## src/rtl/cordic_pkg.sv

```systemverilog
// Shared CORDIC definitions: FSM states, arctangent table and gain-compensation
// constant, common to the vectoring (atan2) and rotation (cos/sin) engines.
package cordic_pkg;

   typedef enum logic [1:0] {IDLE, PRE, ITER, POST} cordic_state_t;

   // atan(2^-i) as a fraction of the full circle, scaled by 2^32
   localparam logic [31:0] ATAN_TAB [32] = '{
      32'd536870912, 32'd316933406, 32'd167458907, 32'd85004756,
      32'd42667331,  32'd21354465,  32'd10679838,  32'd5340245,
      32'd2670163,   32'd1335087,   32'd667544,    32'd333772,
      32'd166886,    32'd83443,     32'd41722,     32'd20861,
      32'd10430,     32'd5215,      32'd2608,      32'd1304,
      32'd652,       32'd326,       32'd163,       32'd81,
      32'd41,        32'd20,        32'd10,        32'd5,
      32'd3,         32'd1,         32'd1,         32'd0
   };

   // Asymptotic 1/K = prod 1/sqrt(1+2^-2i), scaled by 2^40
   localparam logic [63:0] KINV_INF_Q40 = 64'd667681663043;

   // round(atan(2^-i) * 2^width / (2*pi)), valid for width <= 31
   function automatic logic [31:0] cordic_atan_lut(input logic [4:0] i, input int width);
      logic [63:0] t;
      t = {32'd0, ATAN_TAB[i]} + (64'd1 << (31 - width));
      return 32'(t >> (32 - width));
   endfunction

   // 1/K for n micro-rotations, scaled by 2^width; the finite-n product
   // exceeds the asymptote by a factor of about (1 + (2/3)*4^-n)
   function automatic logic [63:0] cordic_kinv(input int n, input int width);
      logic [63:0] corr;
      corr = ((KINV_INF_Q40 << 1) / 64'd3) >> (2 * n);
      return (KINV_INF_Q40 + corr + (64'd1 << (39 - width))) >> (40 - width);
   endfunction

endpackage

```

## src/rtl/cordic_vec_step.sv

```systemverilog
// One combinational vectoring-mode micro-rotation: drives y toward zero and
// accumulates the applied rotation into z.
module cordic_vec_step #(
   parameter int W       = 20,
   parameter int SHIFT_W = 5
) (
   input  logic signed [W-1:0]  x,
   input  logic signed [W-1:0]  y,
   input  logic signed [W-1:0]  z,
   input  logic [SHIFT_W-1:0]   shift,
   input  logic signed [W-1:0]  angle,
   output logic signed [W-1:0]  x_next,
   output logic signed [W-1:0]  y_next,
   output logic signed [W-1:0]  z_next
);

   logic signed [W-1:0] x_sh;
   logic signed [W-1:0] y_sh;

   always_comb begin
      x_sh = x >>> shift;
      y_sh = y >>> shift;
      if (y[W-1]) begin
         x_next = x - y_sh;
         y_next = y + x_sh;
         z_next = z - angle;
      end else begin
         x_next = x + y_sh;
         y_next = y - x_sh;
         z_next = z + angle;
      end
   end

endmodule

```

## src/rtl/cordic_atan2.sv

```systemverilog
// Serial CORDIC vectoring engine: (x, y) -> (atan2 angle, gain-compensated
// magnitude), one micro-rotation per clock.
module cordic_atan2
   import cordic_pkg::*;
#(
   parameter int N         = 13,
   parameter int PHI_WIDTH = 18
) (
   input  logic                        clk,
   input  logic                        reset,
   input  logic                        st,
   input  logic signed [PHI_WIDTH-1:0] x,
   input  logic signed [PHI_WIDTH-1:0] y,
   output logic                        rdy,
   output logic                        busy,
   output logic [PHI_WIDTH-1:0]        phi,
   output logic [PHI_WIDTH:0]          mag
);

   localparam int W  = PHI_WIDTH + 2;
   localparam int PW = W + PHI_WIDTH + 1;
   localparam logic [63:0]          KINV_Q  = cordic_kinv(N, PHI_WIDTH + 1);
   localparam logic [PHI_WIDTH:0]   KINV    = KINV_Q[PHI_WIDTH:0];
   localparam logic [PHI_WIDTH:0]   MAG_MAX = '1;
   localparam logic signed [W-1:0]  Z_PI    = {1'b1, {(W-1){1'b0}}};

   cordic_state_t state, state_nxt;
   logic [4:0]          cnt;
   logic signed [W-1:0] xr, yr, zr;
   logic signed [W-1:0] x_nxt, y_nxt, z_nxt;
   logic signed [W-1:0] angle;
   logic                zero_in;

   // Drop the two guard bits with round-half-up; overflow wraps modulo 2*pi.
   function automatic logic [PHI_WIDTH-1:0] round_phi(input logic signed [W-1:0] z);
      logic [W-1:0] t;
      t = z + W'(2);
      return t[W-1:2];
   endfunction

   function automatic logic [PHI_WIDTH:0] scale_mag(input logic signed [W-1:0] xv);
      logic [PW-1:0]      prod;
      logic [PW-1:0]      q;
      logic [PHI_WIDTH:0] res;
      prod = PW'($unsigned(xv)) * PW'(KINV) + (PW'(1) << PHI_WIDTH);
      q    = prod >> (PHI_WIDTH + 1);
      if (xv[W-1])
         res = '0;
      else if (q > PW'(MAG_MAX))
         res = MAG_MAX;
      else
         res = q[PHI_WIDTH:0];
      return res;
   endfunction

   assign angle = W'(cordic_atan_lut(cnt, W));
   assign busy  = (state != IDLE) || rdy;

   cordic_vec_step #(.W(W), .SHIFT_W(5)) u_step (
      .x      (xr),
      .y      (yr),
      .z      (zr),
      .shift  (cnt),
      .angle  (angle),
      .x_next (x_nxt),
      .y_next (y_nxt),
      .z_next (z_nxt)
   );

   always_ff @(posedge clk or posedge reset) begin
      if (reset) state <= IDLE;
      else       state <= state_nxt;
   end

   always_comb begin
      state_nxt = state;
      case (state)
         IDLE:    if (st) state_nxt = PRE;
         PRE:     state_nxt = ITER;
         ITER:    if (cnt == 5'(N - 1)) state_nxt = POST;
         POST:    state_nxt = IDLE;
         default: state_nxt = IDLE;
      endcase
   end

   always_ff @(posedge clk or posedge reset) begin
      if (reset) begin
         cnt <= '0;
         rdy <= 1'b0;
         phi <= '0;
         mag <= '0;
      end else begin
         rdy <= (state == POST);
         cnt <= (state == ITER) ? cnt + 5'd1 : 5'd0;
         if (state == POST) begin
            phi <= zero_in ? '0 : round_phi(zr);
            mag <= zero_in ? '0 : scale_mag(xr);
         end
      end
   end

   // Working registers carry no reset; each conversion reloads them from IDLE.
   always_ff @(posedge clk) begin
      case (state)
         IDLE: if (st) begin
            xr <= {{2{x[PHI_WIDTH-1]}}, x};
            yr <= {{2{y[PHI_WIDTH-1]}}, y};
         end
         PRE: begin
            zero_in <= (xr == '0) && (yr == '0);
            if (xr[W-1]) begin
               xr <= -xr;
               yr <= -yr;
               zr <= Z_PI;
            end else begin
               zr <= '0;
            end
         end
         ITER: begin
            xr <= x_nxt;
            yr <= y_nxt;
            zr <= z_nxt;
         end
         default: ;
      endcase
   end

endmodule

```

## config.mk

```make
export PLATFORM = sky130hd
export DESIGN_NAME = cordic_atan2
export DESIGN_NICKNAME = d
export VERILOG_FILES = /design/src/rtl/cordic_pkg.sv /design/src/rtl/cordic_vec_step.sv /design/src/rtl/cordic_atan2.sv
export SDC_FILE = /design/constraint.sdc
export NUM_CORES = 1
export LEC_CHECK = 0
export ABC_AREA = 1
export BUFFER_PORTS_ARGS = -buffer_cell sky130_fd_sc_hd__buf_2
export CAP_MARGIN = 10
export CORE_MARGIN = 1
export CORE_UTILIZATION = 55
export DETAILED_ROUTE_END_ITERATION = 10
export GPL_TIMING_DRIVEN = 0
export PLACE_DENSITY_LB_ADDON = 0.12
export SYNTH_ARGS = -nofsm -noshare
export SYNTH_HDL_FRONTEND = slang
export SYNTH_HIERARCHICAL = 1
export SYNTH_SLANG_ARGS = --single-unit
```

## constraint.sdc

```tcl
create_clock -name clk -period 5.9 [get_ports clk]
set_input_delay 0.59 -clock clk [delete_from_list [all_inputs] [get_ports clk]]
set_output_delay 0.59 -clock clk [all_outputs]
set_load 0.1 [all_outputs]
```

-- Word level (Yosys, flattened, before mapping)
Memories as Yosys holds them, arrays and structs flattened.
Cells that the tools add are included.
Widths: inputs -> output; s select.
- add/sub/neg operators: 12
- multiply operators: 1
- $lt $le $gt $ge: 2
- equal/unequal tests: 7
- shift operators: 2
- muxes and demuxes: 21
- bitwise operators: 1
- reduce and logical (&&, ||, !) cells: 11
- operators with widths (kind ; count):
    $mux 20 ; 8
    $pmux 20 s3 ; 2
    $mux 32 ; 2
    $add 20x20->20 ; 3
    $sub 20x20->20 ; 3
    $mux 19 ; 3
    $logic_not 20->1 ; 2
    $neg 20->20 ; 2
    $pmux 20 s2 ; 1
    $sshr 20x5->20 ; 2
    $add 39x19->39 const B ; 1
    $mul 20x19->39 const B ; 1
    $add 32x12->32 const B ; 1
    $add 20x3->20 const B ; 1
    $gt 20x19->1 const B ; 1
    $mux 18 ; 1
    $pmux 2 s4 ; 1
    $ge 6x6->1 const B ; 1
    $ne 2x2->1 const B ; 3
    $not 5->6 ; 1
    $add 5x1->5 const B ; 1
    $eq 5x4->1 const B ; 1
    $mux 5 ; 1
    $eq 2x2->1 const B ; 2
    9 further kinds ; 12
- register bits after elaboration: 106
- bits in read-only memories: 1024
- output and inout port bits: 39
- memories: 1
- memories (name ; words ; width ; read ports ; clocked after Yosys merged registers in ; write ports ; line ; RTL):
    (no name shown) ; 32 ; 32 ; 1 ; 0 ; 0 ; cordic_pkg.sv:25 ; t = {32'd0, ATAN_TAB[i]} + (64'd1 << (31 - width));

-- Depth between registers and ports, before layout
Gate-level depths: netlist of run 1.
- depth in word-level cells: 8
- mapped depth: 35

-- By module
Netlist of run 1, hierarchy kept.
- modules (own cells, without submodules) (module ; instances ; cells an instance ; area an instance (µm²)):
    cordic_atan2 ; 1 ; 1749 ; 14570.2
    cordic_vec_step ; 1 ; 1235 ; 6361.1

-- Worst setup path after synthesis of run 1
No wires, ideal clock.
- path kind: reg-to-reg
- start: register xr[10]
- end: register mag[10]
- setup time: 0.120 ns
- arrival time: 5.499 ns
- required time: 5.780 ns
- setup slack: 0.281 ns
- cell stages (with the launch flop): 24
- buffers on the path: 1
- period minus slack after synthesis: 5.619 ns
- path through: edfxtp_1 > inv_1 > ha_1 > fa_1 > inv_1 > fa_1 > inv_1 > fa_1 > fa_1 > fa_1 > fa_1 > ha_1 > nand2_1 > nor4_2 > nand2_1 > nand2_2 > nand2_2 > nand2_1 > nand2_2 > nand2_4 > buf_6 > nand3_2 > nand2_1 > nand2_1
- longest elaborated chain between the ends: 6
- RTL lines (element ; line ; RTL):
    start: declaration ; cordic_atan2.sv:29 ; logic signed [W-1:0] xr, yr, zr;
    start signal: assignment ; cordic_atan2.sv:106 ; xr <= {{2{x[PHI_WIDTH-1]}}, x};
    start signal: assignment ; cordic_atan2.sv:112 ; xr <= -xr;
    start signal: assignment ; cordic_atan2.sv:120 ; xr <= x_nxt;
    $mul 20x19->39 * ; cordic_atan2.sv:45 ; prod = PW'($unsigned(xv)) * PW'(KINV) + (PW'(1) << PHI_WIDTH);
    $add 39x19->39 * ; cordic_atan2.sv:45 ;
    $gt 20x19->1 ; cordic_atan2.sv:49 ; else if (q > PW'(MAG_MAX))
    $mux 19 * ; cordic_atan2.sv:49 ;
    $mux 19 * ; cordic_atan2.sv:47 ; if (xv[W-1])
    $mux 19 * ; cordic_atan2.sv:97 ; mag <= zero_in ? '0 : scale_mag(xr);
    end signal: assignment ; cordic_atan2.sv:97 ;
    end: declaration ; cordic_atan2.sv:17 ; output logic [PHI_WIDTH:0] mag
Every way passes the cells marked *; elsewhere a longest branch is shown, timed or not.
A chain may end at the register's enable or synchronous reset.

-- Worst setup path in the final report of run 1
- start: register xr[9]
- end: register mag[9]
Same word-level chain as after synthesis.

==> results.cfg, run 1 <==
[timing]
hold_violations = 0
maxSlewViolCount = 0
slew-limit-headroom_pct = 20.5
fmax_ghz = 0.170
worst_pin_slew_ps = 1190
setup_viol = 0
fin_skew_ps = 24.5
post-route-period-util_pct = 99.4
worst_slack_ps = 33.2
rsz0062_at_grt = yes
holdWs_ps = 205
fin_crit_ps = 5870

[setup_path]
worstReg2RegEnd = mag[9]$_DFFE_PP0P_
rrSetupSlack_ps = 30
critPathKind = reg -> reg
cp.required_ps = 6180
r2r-start = xr[9]$_DFFE_PP_
cp_data_arrival_time_ps = 6150
critical_path.endpoint_type = register
crit_fanout = 7
critPathLaunchType = register
reg2reg_depth = 23

[logic_synthesis]
synth_area_leader_cell = ha_1
netlist_top_cells_count = nand2_1 (767), inv_1 (491), ha_1 (278), nand3_1 (245), nor2_1 (225)
ys.flop_type = edfxtp_1
netlist_area_sq_mm = 0.0209
synth.top_cell.area_share_pct = 16.6
synth_area_leaders = ha_1 (17%), fa_1 (16%), nand2_1 (14%), inv_1 (8.8%), edfxtp_1 (8.8%)
ys_ff_latch = 106
yosys_warnings = 6
synthMostInstantiatedCell = nand2_1
avgSynthCellArea_sq_um = 7.01
synthDistinctLibCells = 51
synth_edf_count = 61
netlist_instances = 2984
async_reset_ff_share_pct = 42.5
yosysSeqAreaShare_pct = 14.1

[clock_tree]
worstSkewPairLatency_ps = 400
htreeDepth = 3
cts_sinks = 106
cts_tree = done
root_buffer = clkbuf_16
clkTransAtPathRegs_ps = 80
cts_max_path_buffers = 2
cts-buffers-inserted = 9

[drt]
wl_per_cell_um = 18.7
routed_wl_um = 68600
antenna_left = 0
initialDrtViolationCount = 1949
vias = 20824
routed_via_density = 5.68
dr.pass1.iters = 6
drc = 0

[floorplan]
die_w_um = 197
die_y_um = 197
std_cell_rows = 71
core_sq_mm = 0.0376
start_util_pct = 55.7
dieArea_sq_mm = 0.0388
io-pin-count = 78

[cells_and_area]
fillCellCount = 3506
nets = 3640
finalInstanceArea_sq_mm = 0.0235
drive_gt1_share_pct = 11.9
area_growth_pct = 12.3
final_cells = 3667
n_antenna_cell = 0

[outcome]
outcome = finished, final reports clean

[grt]
grt_max_degree = 38
grt_pass1_vias = 19415
track_usage_pct = 34.6
grt-ovfl-total = 0
grt_pass1_wl_um = 103000
antenna_found_initial = 0

[placed_design]
post-place-ws_ps = -778
place_congestion = 0.980
port-buffer-count = 77
hpwl_um = 55000
dp.cells = 3576
placed_cell_area_sq_mm = 0.0220

[flow_run]
maxCapViolations = 0

[min_path]
min_path_type = in -> async
[critical path, cell delays in order, from the launching register on]
cell and delay, ps:
edfxtp_1 410, clkinvlp_4 200, buf_4 190, fa_2 520
fa_1 450, fa_2 550, inv_1 50, fa_1 440
fa_2 450, fa_2 410, fa_1 510, ha_4 310
nand2_4 70, nor4_4 280, nand2_1 90, nand2_2 140
nand2_2 80, nand2_2 70, nand2_2 60, nand2_4 120
clkbuf_16 170, nand2_2 60, nand2_2 60, nand2_1 40
[routing by layer]
layer / part of all wire, % / GRT usage, %
met1: 45 / 48.7
met2: 44 / 53.9
met3: 8.5 / 6.33
met4: 2.6 / 10.2
met5: 0 / 0
[through the flow]
stage,setup TNS [ps],util [%]
2_1_floorplan,0,-
3_3_place_gp,-12560,58.4
3_5_place_dp,-13080,58.6
4_1_cts,-15.4,60.4
5_1_grt,-1760,62.5
6_report,0,62.5
[repair_timing]
item | CTS | global route
gates cloned | 0 | 1
hold buffers | 0 | 0
resized for setup | 26 | 124
setup endpoints to repair | 20 | 20
setup buffers | 40 | 34
hold endpoints to repair | 0 | 0
pin swaps | 2 | 47
[cell usage in the layout, fill, tap and decap left out, drive strengths merged, types with 4 or more instances in the layout]
| cell type | n |
|---|---|
| nand2 | 776 |
| inv | 492 |
| ha | 278 |
| nand3 | 251 |
| nor2 | 248 |
| a21oi | 198 |
| buf | 192 |
| fa | 172 |
| o21ai | 143 |
| xor2 | 63 |
| edfxtp | 61 |
| dfrtp | 45 |
| clkbuf | 36 |
| xnor2 | 33 |
| nand4 | 29 |
| nor3 | 24 |
| a31oi | 14 |
| a21o | 12 |
| o211ai | 12 |
| o21bai | 10 |
| nand3b | 9 |
| clkinvlp | 8 |
| nor4 | 8 |
| o31ai | 5 |
| or2 | 5 |
| a21boi | 5 |
| o21a | 5 |
| a32o | 4 |
| clkinv | 4 |
[area by class of cell]
| class | instances | area (sq um) | share of cell area (%) |
|---|---|---|---|
| multi-input combinational | 2318 | 16300 | 69.5 |
| sequential | 106 | 2960 | 12.6 |
| inverter | 497 | 1900 | 8.10 |
| timing repair buffer | 154 | 1040 | 4.42 |
| tap | 511 | 639 | 2.72 |
| buffer | 65 | 329 | 1.40 |
| clock buffer | 9 | 225 | 0.958 |
| clock inverter | 7 | 62.6 | 0.266 |
[cell families (layout without fill, tap and decap cells)]
group                    after synthesis  count (layout)  share of synthesized area [%]
AND/OR/NAND/NOR                     1352            1352                           27.3
buffers and inverters                562             732                           10.5
adder cells (fa/ha/maj)              450             450                           33.1
AO/OA/AOI/OAI                        417             417                           11.0
flip-flops                           106             106                           14.1
XOR/XNOR                              96              96                           4.02
other                                  1               3                         0.0179
[sequential cells by signal, indices dropped and copies added, names as in the netlist]
signal	cells
rdy	1
state	2
yr	20
mag	19
zero_in	1
cnt	5
zr	20
xr	20
phi	18
[worst max path at each step]
stage | from | end | slack, ps | cells after the start
final | xr[9]$_DFFE_PP_ | mag[9]$_DFFE_PP0P_ | 30 | 23
after global placement | xr[6]$_DFFE_PP_ | mag[9]$_DFFE_PP0P_ | -740 | 23
after floorplan | xr[10]$_DFFE_PP_ | mag[10]$_DFFE_PP0P_ | 280 | 23
after detailed placement | xr[6]$_DFFE_PP_ | mag[0]$_DFFE_PP0P_ | -780 | 23
after global routing | xr[12]$_DFFE_PP_ | mag[17]$_DFFE_PP0P_ | -120 | 22
after CTS | xr[7]$_DFFE_PP_ | mag[0]$_DFFE_PP0P_ | -20 | 23
Power of run 1 is not shown: default switching activity piles up to over one toggle a cycle in this logic, so the estimate is an artifact.
==> inputs of run 2 (changes only) <==
- CELL_PAD_IN_SITES_DETAIL_PLACEMENT: not set -> 1
- CELL_PAD_IN_SITES_GLOBAL_PLACEMENT: not set -> 1
- CORE_MARGIN: 1 -> not set
- CORE_UTILIZATION: 55 -> 44
- SYNTH_HIERARCHICAL: 1 -> not set
==> results.cfg, run 2 <==
[outcome]
outcome = finished, violations left
violations = negative setup slack

[logic_synthesis]
syn_nets = 3239
ys.flop_type = edfxtp_1
yosys_warnings = 0
yosysSeqAreaShare_pct = 14.7
netlist_instances = 2751
synthDistinctLibCells = 61
avgSynthCellArea_sq_um = 7.33
synthMostInstantiatedCell = nand2_1
async_reset_ff_share_pct = 42.5
synth_area_leaders = ha_1 (17%), fa_1 (17%), nand2_1 (11%), edfxtp_1 (9.1%), inv_1 (8.3%)
synth.top_cell.area_share_pct = 17.2
ys_ff_latch = 106
synth_area_leader_cell = ha_1
synth_edf_count = 61
netlist_top_cells_count = nand2_1 (581), inv_1 (447), ha_1 (277), nand3_1 (238), a21oi_1 (197)
netlist_area_sq_mm = 0.0202

[drt]
routed_via_density = 5.76
initialDrtViolationCount = 1308
routed_wl_um = 81000
wl_per_cell_um = 23.0
drc = 0
antenna_left = 0
vias = 20259
dr.pass1.iters = 5

[grt]
track_usage_pct = 34.5
grt_pass1_vias = 21147
grt_pass1_wl_um = 123000
grt-ovfl-total = 0
antenna_found_initial = 2
grt_max_degree = 39

[cells_and_area]
nets = 3403
n_antenna_cell = 0
final_common_cell = nand2_1
final_cell_mix = nand2_1 (565), inv_1 (426), ha_1 (248)
final_cells = 3520
area_growth_pct = 13.3
final_util_pct = 50.5
drive_gt1_share_pct = 13.4
reg_top3 = xr x20, yr x20, zr x20

[timing]
fin_setup_tns_ps = -5010
fin_crit_ps = 6220
rsz0062_at_grt = yes
worst_pin_slew_ps = 1170
worst_slack_ps = -324
fin_skew_ps = 15.1
post-route-period-util_pct = 105
hold_violations = 0
maxSlewViolCount = 0
slew-limit-headroom_pct = 21.9
setup_viol = 19
fmax_ghz = 0.161

[min_path]
min_path_type = in -> async

[setup_path]
critical_path.endpoint_type = register
worstReg2RegEnd = mag[5]$_DFFE_PP0P_
reg2reg_depth = 23
r2r-start = xr[8]$_DFFE_PP_
cp.required_ps = 6200
rrSetupSlack_ps = -320
critPathKind = reg -> reg
crit_start = xr[8]$_DFFE_PP_
crit_fanout = 7
cp_data_arrival_time_ps = 6530
critPathLaunchType = register

[placed_design]
hpwl_um = 62600
dp.cells = 3430
port-buffer-count = 77
place_congestion = 0.946

[clock_tree]
cts-buffers-inserted = 9
cts_tree = done
cts_max_path_buffers = 2
ctsHoldBuffers = 0
cts_sinks = 106
clkTransAtPathRegs_ps = 90
root_buffer = clkbuf_16
htreeDepth = 3
worstSkewPairLatency_ps = 420

[floorplan]
die_w_um = 216
std_cell_rows = 78
io-pin-count = 78
die_y_um = 216
core_sq_mm = 0.0453
dieArea_sq_mm = 0.0467
start_util_pct = 44.5

[flow_run]
maxCapViolations = 0
## run 2: cell count changes in the layout (fill, tap and decap cells not counted), sizes merged, moves of 7 or more
cell / before / now
nand2: 776 / 595
nor2: 248 / 194
o21ai: 143 / 194
inv: 492 / 458
a31oi: 14 / 36
xor2: 63 / 48
nor3: 24 / 13
or2: 5 / 14
a21o: 12 / 4
o21a: 5 / 12
o21bai: 10 / 3
## run 2: final cells by class
class,count,area (sq um)
Sequential cell,106,2960
Tap cell,600,751
Timing Repair Buffer,153,1030
Multi-Input combinational cell,2117,15600
Clock buffer,9,225
Inverter,460,1760
Fill cell,5797,22400
Clock inverter,7,98.8
Buffer,68,388
## run 2: cell families (layout without fill, tap and decap cells)
| logic type | Yosys count | after routing | share of synthesized area (%) |
|---|---|---|---|
| and+or+nand+nor | 1110 | 1110 | 24.0 |
| xor gates and xnor gates | 76 | 76 | 3.38 |
| adders and majority gates | 449 | 449 | 34.3 |
| AOI/OAI and AO/OA | 482 | 482 | 13.3 |
| buffers and inverters | 528 | 697 | 10.5 |
| DFF | 106 | 106 | 14.7 |
## run 2: worst max path at each step
stage                          to  slack [ps]  cells after the start
2_1_floorplan  mag[0]$_DFFE_PP0P_           6                     24
3_3_place_gp   mag[9]$_DFFE_PP0P_       -1220                     24
3_5_place_dp   mag[7]$_DFFE_PP0P_       -1380                     24
4_1_cts        mag[8]$_DFFE_PP0P_        -170                     23
5_1_grt        mag[5]$_DFFE_PP0P_        -460                     25
6_report       mag[5]$_DFFE_PP0P_        -320                     23
## run 2: metal layers
layer	share of wire, %	vias up	track usage (%)	wire [um]
met3	5.9	154	4.58	4800
met4	3.4	0	12.0	2790
met1	44	10127	46.3	35500
met5	0	-	0	0
li1	-	9346	-	-
met2	47	632	57.0	38000
## run 2: worst max-delay path, cell delays in order (launching register included)
cell and delay [ps]:
edfxtp_1 490, clkinv_4 170, fa_1 580, fa_1 450
fa_1 450, inv_1 190, fa_1 460, fa_2 590
fa_2 430, ha_1 350, ha_4 310, nand2_1 100
nor2_1 150, nand2_2 70, inv_2 70, nand3_2 100
nand3_4 120, nand3_4 100, o21ai_4 190, xor2_4 260
inv_4 100, buf_6 150, o21ai_1 140, nand2_1 80
## run 2: through the flow
step	area (sq um)	setup slack, ps	hold slack (ps)
2_1_floorplan	20200	6.37	502
3_3_place_gp	21300	-1220	462
3_5_place_dp	21300	-1380	467
4_1_cts	22600	-172	55.3
5_1_grt	22900	-464	68.8
6_report	22900	-324	66.4
## run 2: timing repair
action,in CTS,in global routing
setup endpoints to repair,19,19
endpoints found under the hold margin,0,0
resized for setup,102,45
gates cloned,1,0
pin swaps,35,29
setup buffers,63,11
Power of run 2 is left out for the same reason.
==> inputs of run 3 (changes only) <==
- CORE_MARGIN: not set -> 8
- clock period: 5.9 -> 5.24 ns (I/O delays scaled with it)
==> results.cfg, run 3 (same netlist as run 2, synthesis figures left out) <==
[drt]
antenna_left = 0
routed_via_density = 5.71
vias = 20146
dr.pass1.iters = 5
drc = 0
initialDrtViolationCount = 1391
wl_per_cell_um = 22.9
routed_wl_um = 80600

[cells_and_area]
fillCellCount = 5759
final_cell_mix = nand2_1 (573), inv_1 (423), ha_1 (237)
final_common_cell = nand2_1
reg_top3 = xr x20, yr x20, zr x20
n_antenna_cell = 0
area_growth_pct = 15.3
nets = 3409
drive_gt1_share_pct = 14.7

[setup_path]
crit_slowest_cell = fa_1
cp_top_family = adder cells
critPathKind = reg -> reg
cp_data_arrival_time_ps = 6390
crit_fanout = 8
cp.required_ps = 5550
max_stage_delay_ps = 600
critPathLaunchType = register
critical_path.endpoint_type = register
cp_num_buf_inv = 5
path_common_cell = fa_1
path_cells = buf_6 > fa_1 > fa_1 > inv_2 > fa_1 > fa_1 > inv_1 > fa_1 > fa_2 > ha_4 > ha_4 > a21oi_4 > o21a_1 > o21a_1 > nor2_2 > nor3_2 > o21ai_4 > xor2_4 > clkinv_4 > buf_8 > o21ai_2 > nand2_1

[placed_design]
hpwl_um = 63300
place_congestion = 0.970
port-buffer-count = 77
post-place-ws_ps = -1680

[timing]
maxSlewViolCount = 0
worst_slack_ps = -843
hold_violations = 0
post-route-period-util_pct = 116
rsz0062_at_grt = yes
fin_skew_ps = 16.3
holdWs_ps = 82.6
slew-limit-headroom_pct = 9.20
setup_viol = 19
fmax_ghz = 0.164
fin_crit_ps = 6080
worst_pin_slew_ps = 1360

[grt]
grt-ovfl-total = 0
grt_pass1_vias = 21724
grt_pass1_wl_um = 124000
antenna_found_initial = 1
grt_max_degree = 29
track_usage_pct = 29.9

[floorplan]
io-pin-count = 78
core_sq_mm = 0.0453
std_cell_rows = 78
dieArea_sq_mm = 0.0529
die_w_um = 230
die_y_um = 230
start_util_pct = 44.5

[clock_tree]
cts-buffers-inserted = 9
worstSkewPairLatency_ps = 420
cts_max_path_buffers = 2
clkTransAtPathRegs_ps = 90
cts_tree = done
root_buffer = clkbuf_16
cts_sinks = 106
htreeDepth = 3
ctsHoldBuffers = 0

[outcome]
outcome = finished, violations left
violations = negative setup slack

[flow_run]
maxCapViolations = 0

[min_path]
min_path_type = in -> async
-- run 3: layout make-up --
type | instances | area (sq um) | area share, %
flip-flops and latches | 106 | 2960 | 12.7
plain buffers | 68 | 399 | 1.72
well taps | 600 | 751 | 3.23
clock buffers | 9 | 225 | 0.969
repair buffers | 159 | 1120 | 4.84
multi-input cells | 2117 | 15900 | 68.4
clock inverters | 7 | 93.8 | 0.404
inverters | 460 | 1790 | 7.68
-- run 3: layer usage --
metal	share of wire, %	vias up	wire (um)	track usage (%)
li1	-	9350	-	-
met1	42	9977	34100	37.4
met2	48	632	38300	50.4
met3	5.9	185	4780	5.71
met4	4.2	2	3390	12.1
met5	0.017	-	14	0
-- run 3: stage by stage --
| stage | TNS (ps) | cell area, sq um | instances | utilization, % |
|---|---|---|---|---|
| CTS | -13120 | 22800 | 3507 | 50.4 |
| finish | -15220 | 23300 | 3526 | 51.4 |
| global route | -18180 | 23300 | 3526 | 51.4 |
| floorplan | -7650 | 20300 | 2751 | - |
| global placement | -28890 | 21400 | 3428 | 47.3 |
| detailed placement | -30260 | 21500 | 3430 | 47.4 |
-- run 3: path summary, 6_finish.rpt --
kind	from	endpoint	slack, ps	cells after the start
worst min-delay path	reset	mag[18]$_DFFE_PP0P_	80	2
worst max register to register	xr[15]$_DFFE_PP_	mag[7]$_DFFE_PP0P_	-840	22
worst max-delay path	xr[15]$_DFFE_PP_	mag[7]$_DFFE_PP0P_	-840	22
worst min register to register	phi[17]$_DFFE_PP0P_	phi[17]$_DFFE_PP0P_	480	2
min in group clk	y[1]	yr[1]$_DFFE_PP_	390	3
max in group asynchronous	reset	cnt[0]$_DFF_PP0_	4620	3
-- run 3: repair_timing --
item                       CTS  global route
setup endpoints to repair   21            37
gates cloned                 1             0
pin swaps                   51            21
buffers inserted            60            19
resized for setup          100            78
Power of run 3 is left out for the same reason.
